**src/rtl/mips_elastic_pipe_if.sv**
```systemverilog
// mips_elastic_pipe_if
//   Bundles the handshake, payload, flush, forwarding-lookup and occupancy
//   signals of the elastic pipeline-register chain. The clock and reset
//   stay plain ports on the design.
//   Port summary:
//     in_valid/in_ready/in_data/in_rd/in_wb    upstream entry handshake
//     out_valid/out_ready/out_data/out_rd/out_wb  oldest entry handshake
//     flush[STAGES]                            per-stage kill
//     q_rs1/q_rs2 -> fwd_hit*/fwd_stage*/fwd_data*  forwarding lookup
//     count                                    registered occupancy
//   master modport: the side that feeds and drains the chain.
//   slave modport:  the pipeline chain itself.
interface mips_elastic_pipe_if #(
  parameter int STAGES = 4,
  parameter int WIDTH  = 32,
  parameter int RADDR  = 5
);
  localparam int SW = $clog2(STAGES + 1);

  logic              in_valid;
  logic              in_ready;
  logic [WIDTH-1:0]  in_data;
  logic [RADDR-1:0]  in_rd;
  logic              in_wb;
  logic [STAGES-1:0] flush;
  logic              out_valid;
  logic              out_ready;
  logic [WIDTH-1:0]  out_data;
  logic [RADDR-1:0]  out_rd;
  logic              out_wb;
  logic [RADDR-1:0]  q_rs1;
  logic [RADDR-1:0]  q_rs2;
  logic              fwd_hit1;
  logic              fwd_hit2;
  logic [SW-1:0]     fwd_stage1;
  logic [SW-1:0]     fwd_stage2;
  logic [WIDTH-1:0]  fwd_data1;
  logic [WIDTH-1:0]  fwd_data2;
  logic [SW-1:0]     count;

  modport master (
    output in_valid, in_data, in_rd, in_wb, flush, out_ready, q_rs1, q_rs2,
    input  in_ready, out_valid, out_data, out_rd, out_wb,
    input  fwd_hit1, fwd_hit2, fwd_stage1, fwd_stage2, fwd_data1, fwd_data2,
    input  count
  );

  modport slave (
    input  in_valid, in_data, in_rd, in_wb, flush, out_ready, q_rs1, q_rs2,
    output in_ready, out_valid, out_data, out_rd, out_wb,
    output fwd_hit1, fwd_hit2, fwd_stage1, fwd_stage2, fwd_data1, fwd_data2,
    output count
  );
endinterface

```
**src/rtl/mips_elastic_pipe.sv**
```systemverilog
// mips_elastic_pipe
//   Parametrised elastic chain of {data, rd, wb} pipeline registers for the
//   MIPS32 core. Stage 0 is the youngest, stage STAGES-1 the oldest. Each
//   stage has its own valid bit; bubbles collapse under backpressure, any
//   stage can be killed by its flush bit, and a two-port lookup returns the
//   youngest in-flight producer of a register.
//   Ports:
//     clk    rising-edge clock
//     reset  asynchronous, active-low reset
//     bus    mips_elastic_pipe_if.slave (handshakes, flush, lookup, count)
module mips_elastic_pipe #(
  parameter int STAGES = 4,
  parameter int WIDTH  = 32,
  parameter int RADDR  = 5
) (
  input logic                clk,
  input logic                reset,
  mips_elastic_pipe_if.slave bus
);
  localparam int SW = $clog2(STAGES + 1);

  logic [STAGES-1:0] valid_q;
  logic [STAGES-1:0] wb_q;
  logic [WIDTH-1:0]  data_q [STAGES];
  logic [RADDR-1:0]  rd_q   [STAGES];
  logic [SW-1:0]     count_q;

  logic [STAGES-1:0] ev;
  logic [STAGES-1:0] rdy;
  logic [STAGES-1:0] upstream;
  logic [STAGES-1:0] valid_d;
  logic [STAGES-1:0] load;
  logic [SW-1:0]     count_d;

  logic              hit1, hit2;
  logic [SW-1:0]     stage1, stage2;
  logic [WIDTH-1:0]  fdata1, fdata2;

  // A flushed entry behaves as empty in the very cycle it is flushed.
  // A stage can move when it is empty or anything downstream of it can
  // move, so readiness is accumulated from the output end towards stage 0.
  always_comb begin : ready_chain
    logic slack;
    ev    = valid_q & ~bus.flush;
    rdy   = '0;
    slack = bus.out_ready;
    for (int i = STAGES - 1; i >= 0; i--) begin
      slack  = slack | ~ev[i];
      rdy[i] = slack;
    end
  end

  // Each stage either takes what sits upstream of it (the input for stage 0)
  // or keeps its own effective valid. Payload only loads for a real entry,
  // so bubbles leave stale data behind harmlessly.
  always_comb begin
    upstream = {ev[STAGES-2:0], bus.in_valid};
    valid_d  = (rdy & upstream) | (~rdy & ev);
    load     = rdy & upstream;
    count_d  = '0;
    for (int i = 0; i < STAGES; i++) begin
      count_d = count_d + SW'(valid_d[i]);
    end
  end

  // State registers; reset drops every entry at once without retiring any.
  always_ff @(posedge clk or negedge reset) begin
    if (!reset) begin
      valid_q <= '0;
      wb_q    <= '0;
      count_q <= '0;
      for (int i = 0; i < STAGES; i++) begin
        data_q[i] <= '0;
        rd_q[i]   <= '0;
      end
    end else begin
      valid_q <= valid_d;
      count_q <= count_d;
      if (load[0]) begin
        data_q[0] <= bus.in_data;
        rd_q[0]   <= bus.in_rd;
        wb_q[0]   <= bus.in_wb;
      end
      for (int i = 1; i < STAGES; i++) begin
        if (load[i]) begin
          data_q[i] <= data_q[i-1];
          rd_q[i]   <= rd_q[i-1];
          wb_q[i]   <= wb_q[i-1];
        end
      end
    end
  end

  // Forwarding lookup. Scanning from the oldest stage down lets the
  // youngest matching producer overwrite older ones. Register 0 is
  // hard-wired zero in MIPS, so it never forwards.
  always_comb begin
    hit1   = 1'b0;
    stage1 = '0;
    fdata1 = '0;
    hit2   = 1'b0;
    stage2 = '0;
    fdata2 = '0;
    for (int i = STAGES - 1; i >= 0; i--) begin
      if (ev[i] && wb_q[i] && (rd_q[i] == bus.q_rs1) && (bus.q_rs1 != '0)) begin
        hit1   = 1'b1;
        stage1 = SW'(i);
        fdata1 = data_q[i];
      end
      if (ev[i] && wb_q[i] && (rd_q[i] == bus.q_rs2) && (bus.q_rs2 != '0)) begin
        hit2   = 1'b1;
        stage2 = SW'(i);
        fdata2 = data_q[i];
      end
    end
  end

  assign bus.in_ready   = rdy[0];
  assign bus.out_valid  = ev[STAGES-1];
  assign bus.out_data   = data_q[STAGES-1];
  assign bus.out_rd     = rd_q[STAGES-1];
  assign bus.out_wb     = wb_q[STAGES-1];
  assign bus.fwd_hit1   = hit1;
  assign bus.fwd_stage1 = stage1;
  assign bus.fwd_data1  = fdata1;
  assign bus.fwd_hit2   = hit2;
  assign bus.fwd_stage2 = stage2;
  assign bus.fwd_data2  = fdata2;
  assign bus.count      = count_q;
endmodule
```
**src/flat_wrapper.sv**
```systemverilog
// flat-port wrapper written by rule: the top's interface ports become plain ports
module mips_elastic_pipe_flat 
#(
  parameter int STAGES = 4,
  parameter int WIDTH  = 32,
  parameter int RADDR  = 5
)
  (clk, reset, bus_in_valid, bus_in_data, bus_in_rd, bus_in_wb, bus_flush, bus_out_ready, bus_q_rs1, bus_q_rs2, bus_in_ready, bus_out_valid, bus_out_data, bus_out_rd, bus_out_wb, bus_fwd_hit1, bus_fwd_hit2, bus_fwd_stage1, bus_fwd_stage2, bus_fwd_data1, bus_fwd_data2, bus_count);
  mips_elastic_pipe_if #(.STAGES(STAGES), .WIDTH(WIDTH), .RADDR(RADDR)) bus_i ();
  input logic clk;
  input logic reset;
  input wire logic [$bits(bus_i.in_valid)-1:0] bus_in_valid;
  input wire logic [$bits(bus_i.in_data)-1:0] bus_in_data;
  input wire logic [$bits(bus_i.in_rd)-1:0] bus_in_rd;
  input wire logic [$bits(bus_i.in_wb)-1:0] bus_in_wb;
  input wire logic [$bits(bus_i.flush)-1:0] bus_flush;
  input wire logic [$bits(bus_i.out_ready)-1:0] bus_out_ready;
  input wire logic [$bits(bus_i.q_rs1)-1:0] bus_q_rs1;
  input wire logic [$bits(bus_i.q_rs2)-1:0] bus_q_rs2;
  output wire logic [$bits(bus_i.in_ready)-1:0] bus_in_ready;
  output wire logic [$bits(bus_i.out_valid)-1:0] bus_out_valid;
  output wire logic [$bits(bus_i.out_data)-1:0] bus_out_data;
  output wire logic [$bits(bus_i.out_rd)-1:0] bus_out_rd;
  output wire logic [$bits(bus_i.out_wb)-1:0] bus_out_wb;
  output wire logic [$bits(bus_i.fwd_hit1)-1:0] bus_fwd_hit1;
  output wire logic [$bits(bus_i.fwd_hit2)-1:0] bus_fwd_hit2;
  output wire logic [$bits(bus_i.fwd_stage1)-1:0] bus_fwd_stage1;
  output wire logic [$bits(bus_i.fwd_stage2)-1:0] bus_fwd_stage2;
  output wire logic [$bits(bus_i.fwd_data1)-1:0] bus_fwd_data1;
  output wire logic [$bits(bus_i.fwd_data2)-1:0] bus_fwd_data2;
  output wire logic [$bits(bus_i.count)-1:0] bus_count;
  assign bus_i.in_valid = bus_in_valid;
  assign bus_i.in_data = bus_in_data;
  assign bus_i.in_rd = bus_in_rd;
  assign bus_i.in_wb = bus_in_wb;
  assign bus_i.flush = bus_flush;
  assign bus_i.out_ready = bus_out_ready;
  assign bus_i.q_rs1 = bus_q_rs1;
  assign bus_i.q_rs2 = bus_q_rs2;
  assign bus_in_ready = bus_i.in_ready;
  assign bus_out_valid = bus_i.out_valid;
  assign bus_out_data = bus_i.out_data;
  assign bus_out_rd = bus_i.out_rd;
  assign bus_out_wb = bus_i.out_wb;
  assign bus_fwd_hit1 = bus_i.fwd_hit1;
  assign bus_fwd_hit2 = bus_i.fwd_hit2;
  assign bus_fwd_stage1 = bus_i.fwd_stage1;
  assign bus_fwd_stage2 = bus_i.fwd_stage2;
  assign bus_fwd_data1 = bus_i.fwd_data1;
  assign bus_fwd_data2 = bus_i.fwd_data2;
  assign bus_count = bus_i.count;
  mips_elastic_pipe #(.STAGES(STAGES), .WIDTH(WIDTH), .RADDR(RADDR)) u_core (.clk(clk), .reset(reset), .bus(bus_i));
endmodule
```
**config.mk**
```make
export PLATFORM = sky130hd
export DESIGN_NAME = mips_elastic_pipe_flat
export DESIGN_NICKNAME = d
export VERILOG_FILES = /design/src/rtl/mips_elastic_pipe_if.sv /design/src/rtl/mips_elastic_pipe.sv /design/src/flat_wrapper.sv
export SDC_FILE = /design/constraint.sdc
export NUM_CORES = 1
export LEC_CHECK = 0
export CELL_PAD_IN_SITES_DETAIL_PLACEMENT = 1
export CELL_PAD_IN_SITES_GLOBAL_PLACEMENT = 1
export CORE_ASPECT_RATIO = 0.8
export CORE_MARGIN = 4
export CORE_UTILIZATION = 40
export DETAILED_ROUTE_END_ITERATION = 8
export GPL_TIMING_DRIVEN = 0
export PLACE_DENSITY = 0.8
export SLEW_MARGIN = 10
export SYNTH_ARGS = -nofsm -noshare
export SYNTH_HDL_FRONTEND = slang
export SYNTH_SLANG_ARGS = --single-unit
export TNS_END_PERCENT = 20
```
**constraint.sdc**
```tcl
create_clock -name clk -period 7.01 [get_ports clk]
set_input_delay 1.402 -clock clk [delete_from_list [all_inputs] [get_ports clk]]
set_output_delay 1.402 -clock clk [all_outputs]
set_load 0.02 [all_outputs]
```
==> run summary <==
Timing would allow up to 149 MHz. Averaged over all synthesized cells, the footprint is 10.4 µm². The tools report the required time at the endpoint of the critical path as 5.61 ns. The power density over the cells is 278 nW/µm². After synthesis, the largest family of logic cells by area is compound AO/OA/AOI/OAI gates. The path type of the worst min-delay path is reg2reg.

The flow ran to the end, and the final reports show no timing, DRC or antenna violations. The worst register-to-register path has a depth of 5. Yosys mapped the design onto 46 distinct sky130hd cell types. The number of buffers on the longest clock path was 2. The library cell occupying the most area in the post-synthesis netlist is dfrtp_1.

The total of cells resized after clock tree synthesis was 0; the portion of synthesized cell area occupied by the leading cell type was 0.436. The via count came out at 8,036. The post-synthesis share of cell area spent on and, or, nand and nor gates is 0.122.

The run gives 0 as the yosys synthesis warning count. The count of buffers inserted at the top-level ports was 158; the number of synthesized flops with an enable pin was 0. The number of hold buffers added after CTS was 0.

The logs give 33,200 µm for the final routed wirelength across all metal layers and 0.285 for the clock share of power. The summed instance area of the synthesized netlist came out at 9130 µm². The overall global routing resource usage was 0.263.

Switching fraction of total power: 0.337. The worst setup path is captured at an output port. Dividing the detail-routed wire length by the instance count gives 24.2 µm. Of all nets on the critical path, the largest fanout is 10. The signed area change from the synthesized netlist to the final layout is 28.2%.

The clock-pin slew on the worst setup and hold paths was 0.07 ns. The path with the worst hold slack has its endpoint at u_core.data_q[44]. The multiplexer fraction of the synthesized cell area was 0.155. Yosys instantiated no cell more often than dfrtp_1. The part of the Yosys area used for sequential elements was 0.436. Clock buffer count from CTS: 17. The area of the core came out at 22,400 µm². The type of origin of the critical path is a primary input. The relative contribution of combinational cells to total power was 0.284; the number of standard cells after synthesis was 876. After detailed placement, the total cell area comes to 11,100 µm². For the final database, setup skew stands at 0.00898 ns. The slew of the pin with the lowest slew margin works out to 1.25 ns.

The destination of the worst register-to-register timing path was u_core.data_q[72]. The clock reaches the later pin of the worst-skew pair after 0.44 ns. In the synthesized netlist the dominant register cell turns out to be dfrtp_1. For the count of antenna-violating nets left after detailed routing, the log shows 0. Startpoint of the worst register-to-register path: u_core.valid_q[3]. The worst path meets setup with 0.321 ns of slack. The number of antenna diodes in the final layout is 0. In this run the horizontal extent of the chip is 177 µm. At the end of routability-driven placement, the weighted congestion stood at 0.863. At the worst endpoint, the arrival time is 5.29 ns. The relative max-transition margin is 0.159. Timing analysis after detailed placement gives a worst setup slack of 0.478 ns. The fraction of the mapped netlist area in adder cells was 0.00494; the number of levels in the clock H-tree was 4.

The tools report the worst vdd rail ir drop as 0.172 mV. In the routed design, unresolved DRC markers number 0. The analysis attributes to cell leakage a power of 0.00464 µW. The synthesized design contains 159 register bits.

The number of antenna violations at the first check in global routing is 0, and the wire length of the first global-routing pass is 50,800 µm. The tools report the die outline area as 25,300 µm². The fraction of layout cells with a size suffix above 1 is 0.244, and the max-capacitance violation count is 0.

The number of placement rows is 49, and the cell depth of the worst hold path is 1. Setup repair after global routing left no endpoint under its margin. The startpoint of the lowest-slack hold path was u_core.data_q[76].

The run gives 0.407 as the initial standard-cell utilization of the core. Using the TritonRoute via totals, the vias-per-cell ratio works out to 5.85. The die is 143 µm tall.

In this run, the number of DRC markers left after iteration 0 of detailed routing was 755. The finished cells cover 11,700 µm². The commonest cells after synthesis are dfrtp_1, mux2_2, nand2_1, a211oi_1, nor2_1.

Post-CTS timing repair inserted 0 buffers for setup. Entering global routing, the biggest net connects 95 pins. The max-slew violation count is 0. The detailed placer's ending HPWL was 23,800 µm.

The tree is rooted in a clkbuf_16. The share of the cycle needed by the critical path after routing came out at 0.954. The fraction of synthesized cell area in xor and xnor cells was 0.0384; the number of nets in the final layout was 1,114. The run gives 8,597 as the number of global-route vias before repair. The worst path in the final design needs a cycle of 6.69 ns, including I/O delays and setup. The worst register-to-register path has a setup slack of 4.08 ns. For the switching power total, the log shows 1100 µW.

The sink count of the clock tree is 159, and the part of the total power dissipated in sequential elements is 0.431. The final setup violation count is 0, and the share of async-settable or async-resettable flops after synthesis is 1.00. Total I/O pin count: 171.

The worst setup path is of the in2out kind. For this run the aggregate overflow at the end of global routing stands at 0. The internal power of the cells totals 2160 µW. In the post-synthesis netlist, the biggest area contributors are dfrtp_1, mux2_2, a211oi_1, buf_4, a221oi_2. TritonCTS built the clock tree. The compound-gate portion of the synthesized area is 0.158, and the count of TritonRoute iterations in the first routing pass is 5. The run gives 0 as the number of hold violations in the final report.
kinds of logic after synthesis:
family | after synthesis
DFF | 159
and+or+nand+nor | 218
other | 1
AOI/OAI and AO/OA | 184
muxes | 126
xor gates and xnor gates | 40
buffers and inverters | 145
adders and majority gates | 3
critical path: stages:
cell             delay, ns
clkdlybuf4s50_1       0.42
nand3b_1              0.31
nor4_1                0.35
nor4b_2               1.01
clkbuf_1              0.57
a211oi_1              0.11
a221oi_1              0.42
clkdlybuf4s50_1       0.69
metal layers:
| layer | vias to the layer above | GRT usage | wire, µm |
|---|---|---|---|
| met5 | - | 0 | 0 |
| li1 | 3498 | - | - |
| met3 | 63 | 0.0529 | 2630 |
| met2 | 396 | 0.415 | 15200 |
| met4 | 0 | 0.0859 | 816 |
| met1 | 4079 | 0.365 | 14600 |
how the worst max path moves through the flow:
stage / startpoint / cells after the start / endpoint
2_1_floorplan: bus_q_rs1[0] / 8 / bus_fwd_data1[10]
3_5_place_dp: bus_flush[1] / 8 / bus_fwd_data1[24]
4_1_cts: bus_flush[1] / 8 / bus_fwd_data1[6]
3_3_place_gp: reset / 1 / u_core.data_q[108]
5_1_grt: bus_flush[1] / 8 / bus_fwd_data1[3]
6_report: bus_flush[1] / 8 / bus_fwd_data1[24]
metrics by stage:
stage | hold slack [ns] | TNS, ns | total power [µW] | instances | utilization
finish | 0.510 | 0 | 3260 | 1374 | 0.522
detailed placement | 0.496 | 0 | 2330 | 1342 | 0.496
global route | 0.529 | 0 | 3400 | 1374 | 0.522
global placement | 0.482 | -331.24 | 2290 | 1341 | 0.494
CTS | 0.512 | 0 | 3260 | 1374 | 0.521
floorplan | 0.479 | 0 | 1910 | 877 | -
cells in the final DEF, fill, tap and decap left out, drive strengths merged, types with 2 or more instances in the layout:
cell type      synthesis  layout
clkinv                 0       3
ha                     2       2
inv                   34      41
nor3                   7       7
buf                   77      79
clkdlybuf4s50          0     157
a211oi                67      67
xor2                  22      22
and2                   3       3
o31ai                 20      20
nor4b                  2       2
or4                    5       5
o21ai                 27      27
a21oi                 20      20
clkbuf                34      52
dfrtp                159     159
nand4                  6       6
o211ai                 2       2
nand2b                 5       5
conb                   1       2
clkinvlp               0       3
nand3b                10      10
mux2                 126     126
o21a                   2       2
nor2b                  2       2
nor2                  55      55
nor4                   6       6
xnor2                 18      18
and3b                  2       2
nand3                 46      46
nand2                 66      66
a221oi                44      44
power by group through the flow:
| stage | Clock (µW) | Combinational [µW] | Sequential (µW) |
|---|---|---|---|
| global route | 983 | 992 | 1430 |
| detailed placement | 0 | 924 | 1400 |
| floorplan | 0 | 596 | 1310 |
| global placement | 0 | 895 | 1390 |
| CTS | 934 | 931 | 1390 |
| finish | 928 | 926 | 1400 |
flip-flops by register name (all words and copies together) (netlist names):
name / flops
u_core.wb_q: 4
u_core.bus.out_data: 32
u_core.bus.out_rd: 5
u_core.data_q: 96
u_core.valid_q: 4
u_core.rd_q: 15
u_core.bus.count: 3
layout make-up:
cell class | count | area [µm²]
inverter | 34 | 128
clock inverter | 14 | 131
timing repair buffer | 159 | 1610
fill | 2493 | 10700
clock buffer | 18 | 439
multi-input combinational | 573 | 4390
tap | 306 | 383
sequential | 159 | 3980
buffer | 111 | 643
(Power assumes the default switching activity.)
